[src/rtl/mux_arbiter_rr_if.sv]
// Bundle of the requester-side and downstream-side signals of the round-robin
// channel arbiter; master is the arbiter, slave is the surrounding fabric.
interface mux_arbiter_rr_if #(
  parameter int N = 4,
  parameter int W = 8
);
  localparam int SW = $clog2(N);

  logic [N-1:0]   req;
  logic [N*W-1:0] d;
  logic           q_ready;
  logic [N-1:0]   gnt;
  logic [SW-1:0]  sel;
  logic [N-1:0]   ack;
  logic           q_valid;
  logic [W-1:0]   q_data;
  logic           busy;

  modport master (
    input  req, d, q_ready,
    output gnt, sel, ack, q_valid, q_data, busy
  );

  modport slave (
    output req, d, q_ready,
    input  gnt, sel, ack, q_valid, q_data, busy
  );
endinterface

[src/rtl/mux_arbiter_rr.sv]
// Round-robin arbiter sharing one W-bit valid/ready channel between N requesters,
// with bounded bursts per grant and same-edge re-arbitration on release.
module mux_arbiter_rr #(
  parameter int N         = 4,
  parameter int W         = 8,
  parameter int MAX_BURST = 4
) (
  input logic             clk,
  input logic             rst_n,
  mux_arbiter_rr_if.master bus
);
  localparam int SW = $clog2(N);
  localparam int P  = 1 << SW;

  typedef enum logic [0:0] {IDLE = 1'b0, GRANT = 1'b1} state_t;

  state_t        state_r, state_nxt_s;
  logic [N-1:0]  gnt_r, gnt_nxt_s;
  logic [SW-1:0] sel_r, sel_nxt_s;
  logic [SW-1:0] ptr_r, ptr_nxt_s;
  logic [7:0]    cnt_r, cnt_nxt_s;
  logic [SW-1:0] rot_ptr_s, search_ptr_s, win_idx_s;
  logic          win_found_s;
  logic          req_sel_s, busy_s, q_valid_s, xfer_s, release_s;
  logic [N-1:0]  ack_s;
  logic [W-1:0]  q_data_s, mux_out_s;
  logic [W-1:0]  tree_s [P];

  // First requesting index at or after start, wrapping; MSB flags a hit.
  function automatic logic [SW:0] rr_pick(input logic [N-1:0] r, input logic [SW-1:0] start);
    logic [SW:0] res;
    res = {1'b0, {SW{1'b0}}};
    for (int k = N - 1; k >= 0; k--) begin
      if (r[(int'(start) + k) % N]) begin
        res = {1'b1, SW'((int'(start) + k) % N)};
      end
    end
    return res;
  endfunction

  function automatic logic [N-1:0] onehot(input logic [SW-1:0] i);
    return {{(N-1){1'b0}}, 1'b1} << i;
  endfunction

  function automatic logic [W-1:0] mux2(input logic [W-1:0] a, input logic [W-1:0] b, input logic s);
    return s ? b : a;
  endfunction

  assign req_sel_s    = bus.req[sel_r];
  assign rot_ptr_s    = (sel_r == SW'(N - 1)) ? {SW{1'b0}} : sel_r + SW'(1);
  assign search_ptr_s = (state_r == GRANT) ? rot_ptr_s : ptr_r;
  assign {win_found_s, win_idx_s} = rr_pick(bus.req, search_ptr_s);

  // N:1 data mux as a tree of 2:1 muxes, one select bit per level.
  always_comb begin
    for (int i = 0; i < P; i++) begin
      if (i < N) begin
        tree_s[i] = bus.d[i*W +: W];
      end else begin
        tree_s[i] = {W{1'b0}};
      end
    end
    for (int b = 0; b < SW; b++) begin
      for (int i = 0; i < (P >> (b + 1)); i++) begin
        tree_s[i] = mux2(tree_s[2*i], tree_s[2*i+1], sel_r[b]);
      end
    end
    mux_out_s = tree_s[0];
  end

  // State register: FSM state, grant, select, rotation pointer, beat count.
  always_ff @(posedge clk or negedge rst_n) begin
    if (!rst_n) begin
      state_r <= IDLE;
      gnt_r   <= {N{1'b0}};
      sel_r   <= {SW{1'b0}};
      ptr_r   <= {SW{1'b0}};
      cnt_r   <= 8'd0;
    end else begin
      state_r <= state_nxt_s;
      gnt_r   <= gnt_nxt_s;
      sel_r   <= sel_nxt_s;
      ptr_r   <= ptr_nxt_s;
      cnt_r   <= cnt_nxt_s;
    end
  end

  // Next-state: arbitration from IDLE, burst counting and release in GRANT.
  always_comb begin
    state_nxt_s = state_r;
    gnt_nxt_s   = gnt_r;
    sel_nxt_s   = sel_r;
    ptr_nxt_s   = ptr_r;
    cnt_nxt_s   = cnt_r;
    release_s   = 1'b0;
    case (state_r)
      IDLE: begin
        if (win_found_s) begin
          state_nxt_s = GRANT;
          gnt_nxt_s   = onehot(win_idx_s);
          sel_nxt_s   = win_idx_s;
          cnt_nxt_s   = 8'd0;
        end else begin
          gnt_nxt_s   = {N{1'b0}};
        end
      end
      GRANT: begin
        release_s = (xfer_s && (cnt_r == 8'(MAX_BURST - 1))) || !req_sel_s;
        if (release_s) begin
          // Released index sits last in the search because it starts at sel+1.
          ptr_nxt_s = rot_ptr_s;
          cnt_nxt_s = 8'd0;
          if (win_found_s) begin
            gnt_nxt_s = onehot(win_idx_s);
            sel_nxt_s = win_idx_s;
          end else begin
            state_nxt_s = IDLE;
            gnt_nxt_s   = {N{1'b0}};
          end
        end else if (xfer_s) begin
          cnt_nxt_s = cnt_r + 8'd1;
        end else begin
          cnt_nxt_s = cnt_r;
        end
      end
      default: begin
        state_nxt_s = IDLE;
        gnt_nxt_s   = {N{1'b0}};
      end
    endcase
  end

  // Output decode: channel valid/data, per-requester ack and busy.
  always_comb begin
    busy_s    = 1'b0;
    q_valid_s = 1'b0;
    q_data_s  = {W{1'b0}};
    xfer_s    = 1'b0;
    ack_s     = {N{1'b0}};
    case (state_r)
      GRANT: begin
        busy_s    = 1'b1;
        q_valid_s = req_sel_s;
        q_data_s  = req_sel_s ? mux_out_s : {W{1'b0}};
        xfer_s    = req_sel_s & bus.q_ready;
        ack_s     = xfer_s ? onehot(sel_r) : {N{1'b0}};
      end
      default: begin
        busy_s    = 1'b0;
      end
    endcase
  end

  assign bus.gnt     = gnt_r;
  assign bus.sel     = sel_r;
  assign bus.ack     = ack_s;
  assign bus.q_valid = q_valid_s;
  assign bus.q_data  = q_data_s;
  assign bus.busy    = busy_s;
endmodule

[src/flat_wrapper.sv]
// flat-port wrapper written by rule: the top's interface ports become plain ports
module mux_arbiter_rr_flat 
#(
  parameter int N         = 4,
  parameter int W         = 8,
  parameter int MAX_BURST = 4
)
  (clk, rst_n, bus_req, bus_d, bus_q_ready, bus_gnt, bus_sel, bus_ack, bus_q_valid, bus_q_data, bus_busy);
  mux_arbiter_rr_if #(.N(N), .W(W)) bus_i ();
  input logic clk;
  input logic rst_n;
  input wire logic [$bits(bus_i.req)-1:0] bus_req;
  input wire logic [$bits(bus_i.d)-1:0] bus_d;
  input wire logic [$bits(bus_i.q_ready)-1:0] bus_q_ready;
  output wire logic [$bits(bus_i.gnt)-1:0] bus_gnt;
  output wire logic [$bits(bus_i.sel)-1:0] bus_sel;
  output wire logic [$bits(bus_i.ack)-1:0] bus_ack;
  output wire logic [$bits(bus_i.q_valid)-1:0] bus_q_valid;
  output wire logic [$bits(bus_i.q_data)-1:0] bus_q_data;
  output wire logic [$bits(bus_i.busy)-1:0] bus_busy;
  assign bus_i.req = bus_req;
  assign bus_i.d = bus_d;
  assign bus_i.q_ready = bus_q_ready;
  assign bus_gnt = bus_i.gnt;
  assign bus_sel = bus_i.sel;
  assign bus_ack = bus_i.ack;
  assign bus_q_valid = bus_i.q_valid;
  assign bus_q_data = bus_i.q_data;
  assign bus_busy = bus_i.busy;
  mux_arbiter_rr #(.N(N), .W(W), .MAX_BURST(MAX_BURST)) u_core (.clk(clk), .rst_n(rst_n), .bus(bus_i));
endmodule
[config.mk]
export PLATFORM = sky130hd
export DESIGN_NAME = mux_arbiter_rr_flat
export DESIGN_NICKNAME = d
export VERILOG_FILES = /design/src/rtl/mux_arbiter_rr_if.sv /design/src/rtl/mux_arbiter_rr.sv /design/src/flat_wrapper.sv
export SDC_FILE = /design/constraint.sdc
export NUM_CORES = 1
export LEC_CHECK = 0
export ABC_CLOCK_PERIOD_IN_PS = 3200
export BUFFER_PORTS_ARGS = -buffer_cell sky130_fd_sc_hd__buf_2
export CORE_MARGIN = 4
export CORE_UTILIZATION = 40
export CTS_CLUSTER_SIZE = 40
export DETAILED_ROUTE_END_ITERATION = 10
export PLACE_DENSITY_LB_ADDON = 0.12
export SYNTH_ARGS = -nofsm -noshare
export SYNTH_HDL_FRONTEND = slang
export SYNTH_SLANG_ARGS = --single-unit
[constraint.sdc]
create_clock -name clk -period 3.2 [get_ports clk]
set_input_delay 0.16 -clock clk [delete_from_list [all_inputs] [get_ports clk]]
set_output_delay 0.16 -clock clk [all_outputs]
set_load 0.03 [all_outputs]
==> key figures <==
Floorplan
  • Full die area: 0.004777 mm2
  • Rows: 21
  • Starting density of the core: 0.4307
  • Chip Width: 69.12 um
  • Die height: 69.12 um
  • IO Pins: 59
  • Core Area: 0.003468 mm2

STA
  • Final Max Tran Viols: 0
  • Slew Limit Headroom: 0.4802
  • Slew @ Worst Pin: 0.7797 ns
  • Tcrit/Tclk final: 0.8254
  • Final hold vios: 0
  • Max Fclk: 378.6 MHz
  • Final-report setup violation count: 0
  • Unrepaired setup endpoints after global routing: no
  • Clock skew: 0.005114 ns
  • Crit path time final: 2.641 ns
  • Post-Route Setup TNS: 0 ns
  • Worst setup margin: 0.5586 ns

Yosys
  • Synthesized cell area: 0.001494 mm2
  • Post-synth cell types: 45
  • Top cell type by total area after synthesis: dfrtp_1
  • Synth top area share: 0.2848
  • Synthesis Warnings: 0
  • Syn Area/Cell: 9.701 um2
  • Synth Instances: 154
  • Largest cells by area after synthesis: dfrtp_1, mux4_2, and2_1
  • Post-synth EDFFs: 0
  • Syn Nets: 198
  • FF+latch count, synth: 17
  • Ys flop type: dfrtp_1
  • Async SR Flop Fraction: 1.000
  • Seq/Total Area, Yosys: 0.2848

Power
  • Switch Pwr: 0.7700 mW
  • Pwr/cell area: 840.8 mW/mm2
  • Sequential share of power: 0.237
  • Sw frac: 0.4942
  • Design Power: 1.558 mW
  • Clk pwr share: 0.109
  • Leakage: 0.8573 nW
  • Internal power: 0.7881 mW
  • Combinational power share: 0.654
  • Worst vdd ir: 0.4129 mV

Critical path
  • Setup Crit Path Kind: reg2out
  • Crit path DAT: 2.48 ns
  • Ordered cell list for the critical path: mux2i_1, o22ai_1, buf_4, and2_1, buf_2
  • Reg2reg end: u_core.bus.sel[1]
  • Max stage delay on crit path: 0.72 ns
  • Slowest cell on crit path: dfrtp_1
  • Worst path required time: 3.04 ns
  • Crit-path max FO: 15
  • R2r startpoint: u_core.bus.sel[0]
  • Crit start category: flop
  • Internal reg-to-reg setup slack: 0.81 ns
  • Reg2Reg Depth: 6
  • CP Capture Type: primary output

Drt
  • Detailed Route WL: 3.967 mm
  • 1st-iter DRT viols: 39
  • DRC Markers: 0
  • Remaining antenna violation count: 0
  • Vias: 1447
  • Drt first pass iters: 4
  • Post-DR wirelength/cell: 15.50 um
  • Detailed-route vias per instance: 5.652

GRT
  • First-pass GRT wire length: 6.610 mm
  • GRT Resource Usage Total: 0.1623
  • Initial antenna violation count: 0
  • Vias in the first global route: 1401
  • Total grt overflow: 0
  • Largest net degree at the start of global routing: 18

Job
  • Number of max-cap violations: 0

Placed design
  • Hpwl dp: 3.130 mm
  • Post-place setup slack: 0.8176 ns
  • Placed insts: 251
  • Number of port buffers: 58
  • RD Place Congestion: 0.8846

Clock network
  • Clk sinks: 17
  • Resize count post-CTS: 0
  • Clock-pin slew on the worst setup and hold paths: 0.07 ns
  • H-tree Lvls: 1
  • Clk_lat worst skew: 0.25 ns
  • Clock buffer depth: 2
  • Root Driver: clkbuf_8
  • CTS tree: yes
  • CTS Buf Count: 3

Cells and area
  • P&R area growth vs syn: 24.04%
  • Fill cell count: 352
  • Layout Nets: 255
  • Layout Cells excl Fill: 256
  • Diodes inserted: 0
  • Fraction of layout cells with a size suffix above 1: 0.3810

Worst hold path
  • Hold EP: u_core.bus.gnt[2]
  • Hold_sp: bus_req[2]
  • Hold depth: 3
  • Min-delay worst type: in2reg

Outcome
  • Status: finished, final reports clean
==> cells by family after synthesis <==
kind of cell,Yosys count,share of synthesized area
compound gates,41,0.1918
mux,16,0.1792
buf+inv,17,0.06198
simple gates,58,0.2404
fa+ha+maj,5,0.04188
flops,17,0.2848
==> stage by stage <==
step	hold WS, ns	cell area (um2)	utilization
final	0.2401	1853	0.5343
after global routing	0.2559	1853	0.5343
after CTS	0.2326	1853	0.5343
after detailed placement	0.1165	1794	0.5173
after global placement	0.1094	1794	0.5173
after floorplan	-0.1356	1494	-
==> worst max-delay path: cells and delay by family, from the launching register on <==
| family | cells | cell delay (ns) |
|---|---|---|
| AO/OA/AOI/OAI | 1 | 0.64 |
| buffers and inverters | 2 | 0.49 |
| flip-flops | 1 | 0.72 |
| multiplexers | 1 | 0.24 |
| AND/OR/NAND/NOR | 1 | 0.14 |
==> final cells by class <==
| class | instances | area (um2) | area share |
|---|---|---|---|
| inverter | 8 | 30.03 | 0.01621 |
| timing repair buffer | 61 | 315.3 | 0.1702 |
| clock buffer | 3 | 41.29 | 0.02228 |
| clock inverter | 1 | 7.507 | 0.004051 |
| tap | 46 | 57.56 | 0.03106 |
| multi-input combinational | 120 | 975.9 | 0.5267 |
| sequential | 17 | 425.4 | 0.2296 |
==> Yosys cell counts, drive strengths merged, types with 4 or more instances <==
| master | instances |
|---|---|
| dfrtp | 17 |
| and2 | 11 |
| o21ai | 9 |
| a21oi | 8 |
| inv | 8 |
| mux4 | 8 |
| o31ai | 8 |
| buf | 7 |
| or4 | 7 |
| and3 | 6 |
| nand2 | 6 |
| nand3 | 6 |
| ha | 5 |
| mux2i | 5 |
| nor2 | 4 |
==> flip-flops by register name, summed over array words and instances (netlist names) <==
| signal | cells |
|---|---|
| u_core.bus.gnt | 4 |
| u_core.cnt_r | 8 |
| u_core.bus.sel | 2 |
| u_core.state_r | 1 |
| u_core.ptr_r | 2 |
==> how the worst max path moves through the flow <==
stage	startpoint	to	slack, ns	depth (start not counted)
floorplan	u_core.bus.sel[0]	u_core.bus.sel[1]	0.74	7
CTS	u_core.bus.sel[1]	bus_q_data[1]	0.55	5
global route	u_core.bus.sel[1]	bus_q_data[6]	0.34	5
finish	u_core.bus.sel[1]	bus_q_data[1]	0.56	5
global placement	u_core.bus.sel[0]	u_core.bus.sel[1]	0.89	6
detailed placement	u_core.bus.sel[1]	bus_q_data[1]	0.82	5
==> cell usage in the layout, fill, tap and decap left out, types with 6 or more instances in the layout <==
cell,n
and3_1,6
dfrtp_1,17
buf_2,58
and2_1,11
nand2_1,6
nand3_1,6
mux4_2,8
o31ai_1,8
inv_1,8
or4_1,6
a21oi_1,7
==> what timing repair did <==
item / in CTS / in global routing
endpoints found under the hold margin: 17 / 0
setup endpoints to repair: 0 / 0
setup buffers: 0 / 0
hold buffers: 1 / 0
==> power groups by stage <==
stage | clock network, mW | registers (mW) | logic, mW
after floorplan | 0 | 0.389 | 0.762
after global placement | 0 | 0.371 | 1.01
after detailed placement | 0 | 0.374 | 1.03
after CTS | 0.174 | 0.370 | 1.03
after global routing | 0.184 | 0.388 | 1.12
final | 0.170 | 0.370 | 1.02
==> per-layer routing <==
metal | track usage | wire length (um) | up-vias
met5 | 0 | 0 | -
met4 | 0.02603 | 34 | 0
met3 | 0.04797 | 265 | 4
met2 | 0.2564 | 1845 | 49
met1 | 0.2231 | 1823 | 681
li1 | - | - | 713
Power figures use the tool's default switching activity.
